$ cat config.mk
export PLATFORM = sky130hd
export DESIGN_NAME = x_multdiv_unit_flat
export DESIGN_NICKNAME = d
export VERILOG_FILES = /design/src/rtl/x_multdiv_unit_pkg.sv /design/src/rtl/x_multdiv_unit_if.sv /design/src/rtl/x_multdiv_unit_core.sv /design/src/rtl/x_multdiv_unit.sv /design/src/flat_wrapper.sv
export SDC_FILE = /design/constraint.sdc
export NUM_CORES = 1
export LEC_CHECK = 0
export CAP_MARGIN = 0
export CORE_MARGIN = 4
export CORE_UTILIZATION = 63
export DETAILED_ROUTE_END_ITERATION = 12
export PLACE_DENSITY = 0.88
export SLEW_MARGIN = 30
export SYNTH_ARGS = -nofsm -noshare
export SYNTH_HDL_FRONTEND = slang
export SYNTH_SLANG_ARGS = --single-unit
$ cat constraint.sdc
create_clock -name clock -period 7.4 [get_ports clock]
set_input_delay 1.11 -clock clock [delete_from_list [all_inputs] [get_ports clock]]
set_output_delay 1.11 -clock clock [all_outputs]
set_load 0.005 [all_outputs]
$ cat src/rtl/x_multdiv_unit_pkg.sv
// Shared ISA constants, status codes and state/kind types for the execute-stage multiply/divide unit.
// No logic, so no latency.
// No flow control.
package x_multdiv_unit_pkg;

    localparam int INSN_W = 32;

    // Opcode and aluop fields of the R-type format
    localparam logic [4:0] OP_RTYPE = 5'b00000;
    localparam logic [4:0] ALU_ADD  = 5'b00000;
    localparam logic [4:0] ALU_MUL  = 5'b00110;
    localparam logic [4:0] ALU_DIV  = 5'b00111;

    // Architectural registers with a fixed role
    localparam logic [4:0] REG_STATUS = 5'd30;
    localparam logic [4:0] REG_RA     = 5'd31;

    // Codes written to rstatus when an operation raises an exception
    localparam logic [31:0] ST_ADD  = 32'd1;
    localparam logic [31:0] ST_ADDI = 32'd2;
    localparam logic [31:0] ST_SUB  = 32'd3;
    localparam logic [31:0] ST_MUL  = 32'd4;
    localparam logic [31:0] ST_DIV  = 32'd5;

    typedef enum logic [1:0] {S_IDLE, S_BUSY, S_DONE} state_t;
    typedef enum logic {KIND_MUL, KIND_DIV} md_kind_t;

endpackage

$ cat src/rtl/x_multdiv_unit_if.sv
// Bundle between the D/X/X-M pipeline latches and the multiply/divide unit.
// No logic, so no latency.
// md_stall is the only backpressure: it holds PC, F/D and D/X.
interface x_multdiv_unit_if
    import x_multdiv_unit_pkg::*;
#(
    parameter int WIDTH = 32
);
    logic [INSN_W-1:0] dx_insn;
    logic [WIDTH-1:0]  op_a;
    logic [WIDTH-1:0]  op_b;
    logic              flush;
    logic              md_stall;
    logic              md_valid;
    logic [WIDTH-1:0]  md_result;
    logic [4:0]        md_rd;
    logic              md_exc;

    // Pipeline side: supplies the instruction and bypassed operands
    modport master (
        output dx_insn, op_a, op_b, flush,
        input  md_stall, md_valid, md_result, md_rd, md_exc
    );

    // Unit side
    modport slave (
        input  dx_insn, op_a, op_b, flush,
        output md_stall, md_valid, md_result, md_rd, md_exc
    );
endinterface

$ cat src/rtl/x_multdiv_unit_core.sv
// Iterative signed multiply/divide datapath: one bit per step on operand magnitudes, sign fixed on output.
// ITER steps after start (one step if dividing by zero); result is combinational from the final state.
// No backpressure: the caller decides when to start and step.
module x_multdiv_unit_core
    import x_multdiv_unit_pkg::*;
#(
    parameter int WIDTH = 32,
    parameter int ITER  = 32
) (
    input  logic             clock,
    input  logic             reset,
    input  logic             start,
    input  logic             step,
    input  md_kind_t         kind,
    input  logic [WIDTH-1:0] a,
    input  logic [WIDTH-1:0] b,
    output logic             last,
    output logic [WIDTH-1:0] result,
    output logic             ovf,
    output logic             divzero
);
    localparam int CW = $clog2(ITER);
    localparam logic [CW-1:0] CNT_LAST = CW'(ITER - 1);

    // p: multiply = {partial sum, remaining multiplier}; divide = {remainder, remaining dividend/quotient}
    logic [2*WIDTH-1:0] p;
    logic [WIDTH-1:0]   m;
    logic [CW-1:0]      cnt;
    logic               neg;
    logic               dz_q;
    md_kind_t           kind_q;

    logic [WIDTH:0]     mul_sum;
    logic [WIDTH:0]     div_shift;
    logic               div_unused_hi;
    logic [WIDTH-1:0]   div_rem;
    logic [2*WIDTH-1:0] p_next;
    logic [2*WIDTH-1:0] prod_s;

    function automatic logic [WIDTH-1:0] mag(input logic [WIDTH-1:0] x);
        return x[WIDTH-1] ? -x : x;
    endfunction

    // One shift-add (multiply) or restoring shift-subtract (divide) step
    always_comb begin
        mul_sum                  = {1'b0, p[2*WIDTH-1:WIDTH]} + (p[0] ? {1'b0, m} : '0);
        div_shift                = {p[2*WIDTH-1:WIDTH], p[WIDTH-1]};
        {div_unused_hi, div_rem} = div_shift - {1'b0, m};
        if (kind_q == KIND_MUL)
            p_next = {mul_sum, p[WIDTH-1:1]};
        else if (div_shift >= {1'b0, m})
            p_next = {div_rem, p[WIDTH-2:0], 1'b1};
        else
            p_next = {div_shift[WIDTH-1:0], p[WIDTH-2:0], 1'b0};
    end

    // Load magnitudes on start, then iterate while stepped
    always_ff @(posedge clock or posedge reset) begin
        if (reset) begin
            p      <= '0;
            m      <= '0;
            cnt    <= '0;
            neg    <= 1'b0;
            dz_q   <= 1'b0;
            kind_q <= KIND_MUL;
        end else if (start) begin
            p      <= {{WIDTH{1'b0}}, mag(a)};
            m      <= mag(b);
            cnt    <= '0;
            neg    <= a[WIDTH-1] ^ b[WIDTH-1];
            dz_q   <= (kind == KIND_DIV) && (b == '0);
            kind_q <= kind;
        end else if (step) begin
            p   <= p_next;
            cnt <= cnt + 1'b1;
        end
    end

    // A full-width signed product overflows when its top WIDTH+1 bits are not a pure sign extension
    assign prod_s  = neg ? -p : p;
    assign result  = (kind_q == KIND_MUL) ? prod_s[WIDTH-1:0]
                                          : (neg ? -p[WIDTH-1:0] : p[WIDTH-1:0]);
    assign ovf     = (kind_q == KIND_MUL) &&
                     !((&prod_s[2*WIDTH-1:WIDTH-1]) || !(|prod_s[2*WIDTH-1:WIDTH-1]));
    assign divzero = dz_q;
    assign last    = dz_q || (cnt == CNT_LAST);

endmodule

$ cat src/rtl/x_multdiv_unit.sv
// Execute-stage MUL/DIV: decodes D/X, runs the iterative core, and hands one result to X/M.
// Issue in cycle t, result in cycle t+ITER+1 (t+2 for divide by zero).
// Holds PC, F/D and D/X via md_stall from the issue cycle until the result cycle; flush aborts.
module x_multdiv_unit
    import x_multdiv_unit_pkg::*;
#(
    parameter int WIDTH = 32,
    parameter int ITER  = 32
) (
    input  logic clock,
    input  logic reset,
    x_multdiv_unit_if.slave bus
);
    state_t           state;
    logic [4:0]       rd_q;
    logic [4:0]       opcode;
    logic [4:0]       aluop;
    logic             md_op;
    logic             issue;
    md_kind_t         kind;
    logic             core_last;
    logic [WIDTH-1:0] core_result;
    logic             core_ovf;
    logic             core_dz;
    logic             exc;
    logic             unused_insn;

    assign opcode      = bus.dx_insn[31:27];
    assign aluop       = bus.dx_insn[6:2];
    assign unused_insn = &{1'b0, bus.dx_insn[21:7], bus.dx_insn[1:0]};

    assign md_op = (opcode == OP_RTYPE) && ((aluop == ALU_MUL) || (aluop == ALU_DIV));
    assign kind  = (aluop == ALU_DIV) ? KIND_DIV : KIND_MUL;
    // Reset gates the issue path so a held MUL/DIV cannot raise md_stall while in reset
    assign issue = (state == S_IDLE) && md_op && !bus.flush && !reset;

    x_multdiv_unit_core #(
        .WIDTH (WIDTH),
        .ITER  (ITER)
    ) u_core (
        .clock   (clock),
        .reset   (reset),
        .start   (issue),
        .step    (state == S_BUSY),
        .kind    (kind),
        .a       (bus.op_a),
        .b       (bus.op_b),
        .last    (core_last),
        .result  (core_result),
        .ovf     (core_ovf),
        .divzero (core_dz)
    );

    // Control FSM: DONE always returns to IDLE so the held D/X instruction is never reissued
    always_ff @(posedge clock or posedge reset) begin
        if (reset) begin
            state <= S_IDLE;
            rd_q  <= '0;
        end else begin
            case (state)
                S_IDLE: begin
                    if (issue) begin
                        rd_q  <= bus.dx_insn[26:22];
                        state <= S_BUSY;
                    end
                end
                S_BUSY: begin
                    if (bus.flush)
                        state <= S_IDLE;
                    else if (core_last)
                        state <= S_DONE;
                end
                S_DONE:  state <= S_IDLE;
                default: state <= S_IDLE;
            endcase
        end
    end

    // Outputs are zero outside the result cycle; exceptions redirect the write to rstatus
    assign exc           = core_ovf || core_dz;
    assign bus.md_stall  = issue || (state == S_BUSY);
    assign bus.md_valid  = (state == S_DONE) && !bus.flush;
    assign bus.md_exc    = bus.md_valid && exc;
    assign bus.md_rd     = !bus.md_valid ? 5'd0 : (exc ? REG_STATUS : rd_q);
    assign bus.md_result = !bus.md_valid ? '0
                         : !exc          ? core_result
                         : core_dz       ? WIDTH'(ST_DIV)
                                         : WIDTH'(ST_MUL);

endmodule
$ cat src/flat_wrapper.sv
// flat-port wrapper written by rule: the top's interface ports become plain ports
module x_multdiv_unit_flat import x_multdiv_unit_pkg::*;
#(
    parameter int WIDTH = 32,
    parameter int ITER  = 32
)
  (clock, reset, bus_dx_insn, bus_op_a, bus_op_b, bus_flush, bus_md_stall, bus_md_valid, bus_md_result, bus_md_rd, bus_md_exc);
  x_multdiv_unit_if #(.WIDTH(WIDTH)) bus_i ();
  input  logic clock;
  input  logic reset;
  input wire logic [$bits(bus_i.dx_insn)-1:0] bus_dx_insn;
  input wire logic [$bits(bus_i.op_a)-1:0] bus_op_a;
  input wire logic [$bits(bus_i.op_b)-1:0] bus_op_b;
  input wire logic [$bits(bus_i.flush)-1:0] bus_flush;
  output wire logic [$bits(bus_i.md_stall)-1:0] bus_md_stall;
  output wire logic [$bits(bus_i.md_valid)-1:0] bus_md_valid;
  output wire logic [$bits(bus_i.md_result)-1:0] bus_md_result;
  output wire logic [$bits(bus_i.md_rd)-1:0] bus_md_rd;
  output wire logic [$bits(bus_i.md_exc)-1:0] bus_md_exc;
  assign bus_i.dx_insn = bus_dx_insn;
  assign bus_i.op_a = bus_op_a;
  assign bus_i.op_b = bus_op_b;
  assign bus_i.flush = bus_flush;
  assign bus_md_stall = bus_i.md_stall;
  assign bus_md_valid = bus_i.md_valid;
  assign bus_md_result = bus_i.md_result;
  assign bus_md_rd = bus_i.md_rd;
  assign bus_md_exc = bus_i.md_exc;
  x_multdiv_unit #(.WIDTH(WIDTH), .ITER(ITER)) u_core (.clock(clock), .reset(reset), .bus(bus_i));
endmodule
* Word level (Yosys, flattened, before mapping)
Cells that the tools add are included.
** Word-level totals
- Register bits after elaboration :: 111
- Bits in latches :: 0
- RAM bits :: 0
- Memory bits (read-only) :: 0
- Memories kept :: 0
** Cells by class
- Add/subtract/negate cells :: 7
- Multiply operators :: 0
- Divide/modulo/power cells :: 0
- $lt $le $gt $ge :: 1
- Equality and inequality tests :: 7
- Shifts and indexed selects :: 0
- Muxes and demuxes :: 22
- Bitwise logic cells :: 2
- Reduce and logical (&&, ||, !) cells :: 25
** Operators by type and width (count)
- 64-bit 2-to-1 mux :: 5
- 32-bit 2-to-1 mux :: 7
- 32-bit negation :: 3
- 64-bit negation :: 1
- 32-bit by 32-bit adder with 33-bit output :: 1
- 33-bit by 32-bit greater-or-equal comparator with 1-bit output :: 1
- 33-bit AND reduction :: 1
- 33-bit OR reduction :: 1
- 32-bit zero test :: 1
- 32-bit subtractor :: 1
- 5-bit 2-to-1 mux :: 4
- 5-bit by 3-bit equality test with 1-bit output (second input constant) :: 2
- 1-bit logical AND :: 8
- 2-bit 2-to-1 mux :: 3
- 5-bit by 1-bit adder with 5-bit output (second input constant) :: 1
- 5-bit equality test (second input constant) :: 1
- 5-bit zero test :: 1
- 1-bit logical OR :: 5
- 1-bit zero test :: 4
- 2-bit case mux with 2 select lines :: 1
- 2-bit AND reduction :: 2
- 3-bit by 2-bit inequality test with 1-bit output (second input constant) :: 1
- 2-bit by 1-bit equality test with 1-bit output (second input constant) :: 1
- 2-bit equality test (second input constant) :: 1
- 6 further kinds :: 7

* Logic depth before layout (Yosys ltp)
- Word-level depth :: 10
- Depth in mapped cells :: 15
- Mapped depth without buffers :: 14

* By module
Synthesis repeated with hierarchy kept, for this count alone.
** Second synthesis, totals
- Cells, all modules :: 1665
- Area, all modules :: 12389.4 µm²
** By module, submodules not included
- x_multdiv_unit_core :: times used 1, cells an instance 1586, area each 11750.0 µm², seq. area each 2602.5 µm²
- x_multdiv_unit :: times used 1, cells an instance 79, area each 639.4 µm², seq. area each 175.2 µm²

* Worst setup path before layout
No wires, ideal clock.
- Path kind :: reg2out
- Start :: register u_core.u_core.p[0]
- End :: output bus_md_result[1]
- Arrival :: 3765 ps
- Path slack :: 2525 ps
- Stages on the path, launching flop included :: 16
- Buffers on the path :: 3
- Cell sequence :: dfrtp_1 > inv_1 > clkbuf_1 > ha_1 > nor3b_1 > nand3_1 > or4_1 > buf_2 > o41ai_1 > xor2_1 > nor4_1 > o211ai_1 > o41ai_4 > nor2_8 > buf_6 > nor4_4
** On the way
- Cells in the longest elaborated chain, start to end :: 10
- Elaborated cells on any way between the ends :: 14
- Classes of those cells :: add/sub: 2; mux: 5; reduce/logical: 7
** Ends and longest elaborated chain
- start: declaration :: RTL line x_multdiv_unit_core.sv:26 : logic [2*WIDTH-1:0] p;
- start signal: assignment :: RTL line x_multdiv_unit_core.sv:67 : p <= {{WIDTH{1'b0}}, mag(a)};
- start signal: assignment :: RTL line x_multdiv_unit_core.sv:74 : p <= p_next;
- 64-bit negation :: RTL line x_multdiv_unit_core.sv:80 : assign prod_s = neg ? -p : p;
- 64-bit 2-to-1 mux :: RTL line x_multdiv_unit_core.sv:80
- 33-bit OR reduction :: RTL line x_multdiv_unit_core.sv:84 : !((&prod_s[2*WIDTH-1:WIDTH-1]) || !(|prod_s[2*WIDTH-1:WIDTH-1]));
- 1-bit zero test :: RTL line x_multdiv_unit_core.sv:84
- 1-bit logical OR :: RTL line x_multdiv_unit_core.sv:84
- 1-bit zero test :: RTL line x_multdiv_unit_core.sv:84
- 1-bit logical AND :: RTL line x_multdiv_unit_core.sv:83 : assign ovf = (kind_q == KIND_MUL) &&
- 1-bit logical OR :: RTL line x_multdiv_unit.sv:80 : assign exc = core_ovf || core_dz;
- 32-bit 2-to-1 mux * :: RTL line x_multdiv_unit.sv:86 : : !exc ? core_result
- 32-bit 2-to-1 mux * :: RTL line x_multdiv_unit.sv:85 : assign bus.md_result = !bus.md_valid ? '0
- end: declaration :: RTL line flat_wrapper.sv:17 : output wire logic [$bits(bus_i.md_result)-1:0] bus_md_result;
Every way passes the cells marked *; elsewhere a longest branch is shown, timed or not.

* Worst setup path after layout
- Start :: register u_core.u_core.p[0]
- End :: output bus_md_result[30]
Same word-level chain as after synthesis.

==> results.yml <==
clocking:
  cts_root_buf: "clkbuf_16"
  worstSkewPairLatency_ns: 0.37
  cts_tree: "built"
  cts_resized: 0
  htree_num_levels: 3
  clkSinkCount: 111
  clockBufferDepth: 2
  cts_buffers: 9
  holdBufCountCts: 0
  clkTransAtPathRegs_ns: 0.09
  postCtsSetupRepairBufs: 0
final_layout:
  layout.cells.non_filler: 1922
  final_cell_mix: "nand2_1 (190), o21ai_0 (164), xor2_1 (125), clkdlybuf4s50_1 (119), dfrtp_1 (109)"
  final_common_cell: "nand2_1"
  nets: 1823
  final_util: 0.7187
  layout-drive-gt1-share: 0.06216
  area_growth_pct: 12.53
  antennaDiodeCount: 0
critical_path:
  setup.worst_path.class: "reg -> out"
  cp-start-kind: "register"
  endpoint_kind: "output pin"
  required_ns: 6.29
  cp_max_fo: 37
  critPathArrivalTime_ns: 5.18
place:
  globalplace.congestion: 1.020
  hpwl_um: 27990
  dp_cells: 1906
  numPortBuffers: 121
global_route:
  grt_pass1_wl_um: 60240
  grt_max_degree: 78
  first_global_vias: 11830
  grt-ovfl-total: 0
  grtUsageTotal: 0.3341
  antenna_found_initial: 0
logic_synthesis:
  yosysWarningCount: 0
  syn_nets: 1776
  ys_ff_latch: 111
  synth_edf_count: 0
  netlist-cell-type-count: 81
  ys.flop_type: "dfrtp_1"
  async_flop_share: 1.000
  syn_avg_cell_area_sq_um: 7.744
  synth.cell_area_sq_mm: 0.01243
  yosysSeqAreaShare: 0.2235
  syn_inst: 1605
sta:
  period_share: 0.8497
  drv_slew: 0
  grt_setup_unrepaired: "false"
  fin_skew_ns: 0.02029
  worst_pin_slew_ns: 0.8580
  max_freq_mhz: 159.0
  hold_viol: 0
  tns_ns: 0
  period_needed_ns: 6.288
  relSlewSlack: 0.4254
  hold_slack_ns: 0.4838
  setup-violations-final: 0
detailed_routing:
  final_antenna_net_count: 0
  drt-total-wl_um: 37430
  viasPerCell: 6.607
  drc_errors: 0
  dr_total_vias: 12700
  wl_per_cell_um: 19.47
  drt-pass1-iter-count: 8
  drt_iter0_drc: 1593
job:
  drv_cap: 0
die:
  dieArea_sq_mm: 0.02204
  boundaryPins: 139
  rows: 51
  chipWidth_um: 148.5
  die_h_um: 148.5
  core_area_sq_mm: 0.01946
  initial_core_util: 0.6386
pwr:
  pwr_density_cell_mw_per_mm2: 138.4
  p_leak_nw: 5.916
  fin_total_pwr_mw: 1.936
  ir_drop_v: 0.0001149
min_path:
  hp-class: "reg -> reg"
outcome:
  status: "finished clean"
[Yosys cell counts (9+ instances only)]
cell	instances	area, sq um
nand2_1	190	713.2
o21ai_0	164	820.8
xor2_1	125	1095
dfrtp_1	111	2778
nor2_1	106	397.9
a21oi_1	90	450.4
clkbuf_1	78	292.8
ha_1	70	875.8
inv_1	61	229.0
o211ai_1	49	367.9
xnor2_1	44	385.4
mux2i_1	39	390.4
nand3_1	35	175.2
nor3_1	32	160.2
nor3_2	31	310.3
o31ai_1	31	232.7
o41ai_1	27	236.5
a21o_1	26	195.2
nand4_1	26	162.7
or3_1	25	156.4
nand2b_1	21	131.4
nor4_1	20	125.1
or4_1	15	112.6
nor2b_1	10	62.56
o21a_1	10	75.07
a22oi_1	9	67.56
and3_1	9	56.30
[registers in the layout, summed over array words and instances, names as in the netlist]
register and cells:
u_core.u_core.p 64, u_core.u_core.m 32, u_core.rd_q 5, u_core.u_core.cnt 5, u_core.state 2, u_core.u_core.divzero 1, u_core.u_core.kind_q 1, u_core.u_core.neg 1
[final cells by class]
| cell class | instances | area (sq um) |
|---|---|---|
| clock buffers | 9 | 225.2 |
| flip-flops and latches | 111 | 2780 |
| well taps | 265 | 331.6 |
| multi-input cells | 1333 | 9017 |
| inverters | 63 | 239.0 |
| fillers | 1522 | 5475 |
| clock inverters | 7 | 95.09 |
| repair buffers | 134 | 1299 |
[kinds of logic after synthesis]
family,Yosys count,synth area share
xor gates and xnor gates,169,0.1191
adders and majority gates,72,0.07369
AOI/OAI and AO/OA,487,0.2567
DFF,111,0.2235
buffers and inverters,161,0.05305
muxes,39,0.03141
and+or+nand+nor,566,0.2426
[power breakdown]
part           internal [mW]  total [mW]  switching, mW  leakage [nW]
logic                  0.288       0.673          0.385          4.40
clock network          0.248       0.535          0.287         0.151
registers              0.637       0.729         0.0913          1.37
total                   1.17        1.94          0.763          5.92
[metrics by stage]
step                area [sq um]  setup slack, ns
CTS                        13990            1.159
global route               13990           0.8480
global placement           13670            1.614
finish                     13990            1.112
floorplan                  12430            2.525
detailed placement         13670            1.575
[layer usage]
metal  wire, um  GRT usage
met5          0          0
met4       1072     0.1085
met3       4088    0.06764
met2      16670     0.5178
met1      15600     0.4698
[path summary, 6_finish.rpt]
path                                startpoint              endpoint  slack, ns  depth (start not counted)
setup / recovery            u_core.u_core.p[0]     bus_md_result[30]       1.11                         13
hold / removal                  u_core.rd_q[0]        u_core.rd_q[0]       0.48                          2
setup reg to reg           u_core.u_core.p[53]   u_core.u_core.p[63]       2.64                         10
hold reg to reg                 u_core.rd_q[0]        u_core.rd_q[0]       0.48                          2
max in group asynchronous                reset  u_core.u_core.kind_q       4.96                          3
min in group asynchronous                reset  u_core.u_core.cnt[1]       1.27                          2
[worst max-delay path, stage by stage, from the launching register on]
cell	delay [ns]
dfrtp_1	0.46
inv_1	0.11
buf_4	0.35
ha_1	0.26
nand2_1	0.11
or4_1	0.66
o41ai_2	0.44
xor2_1	0.14
nor4_1	0.35
o211ai_1	0.23
o41ai_4	0.58
nor2_8	0.23
nor4b_2	0.32
clkdlybuf4s50_1	0.55
Power figures use the tool's default switching activity.
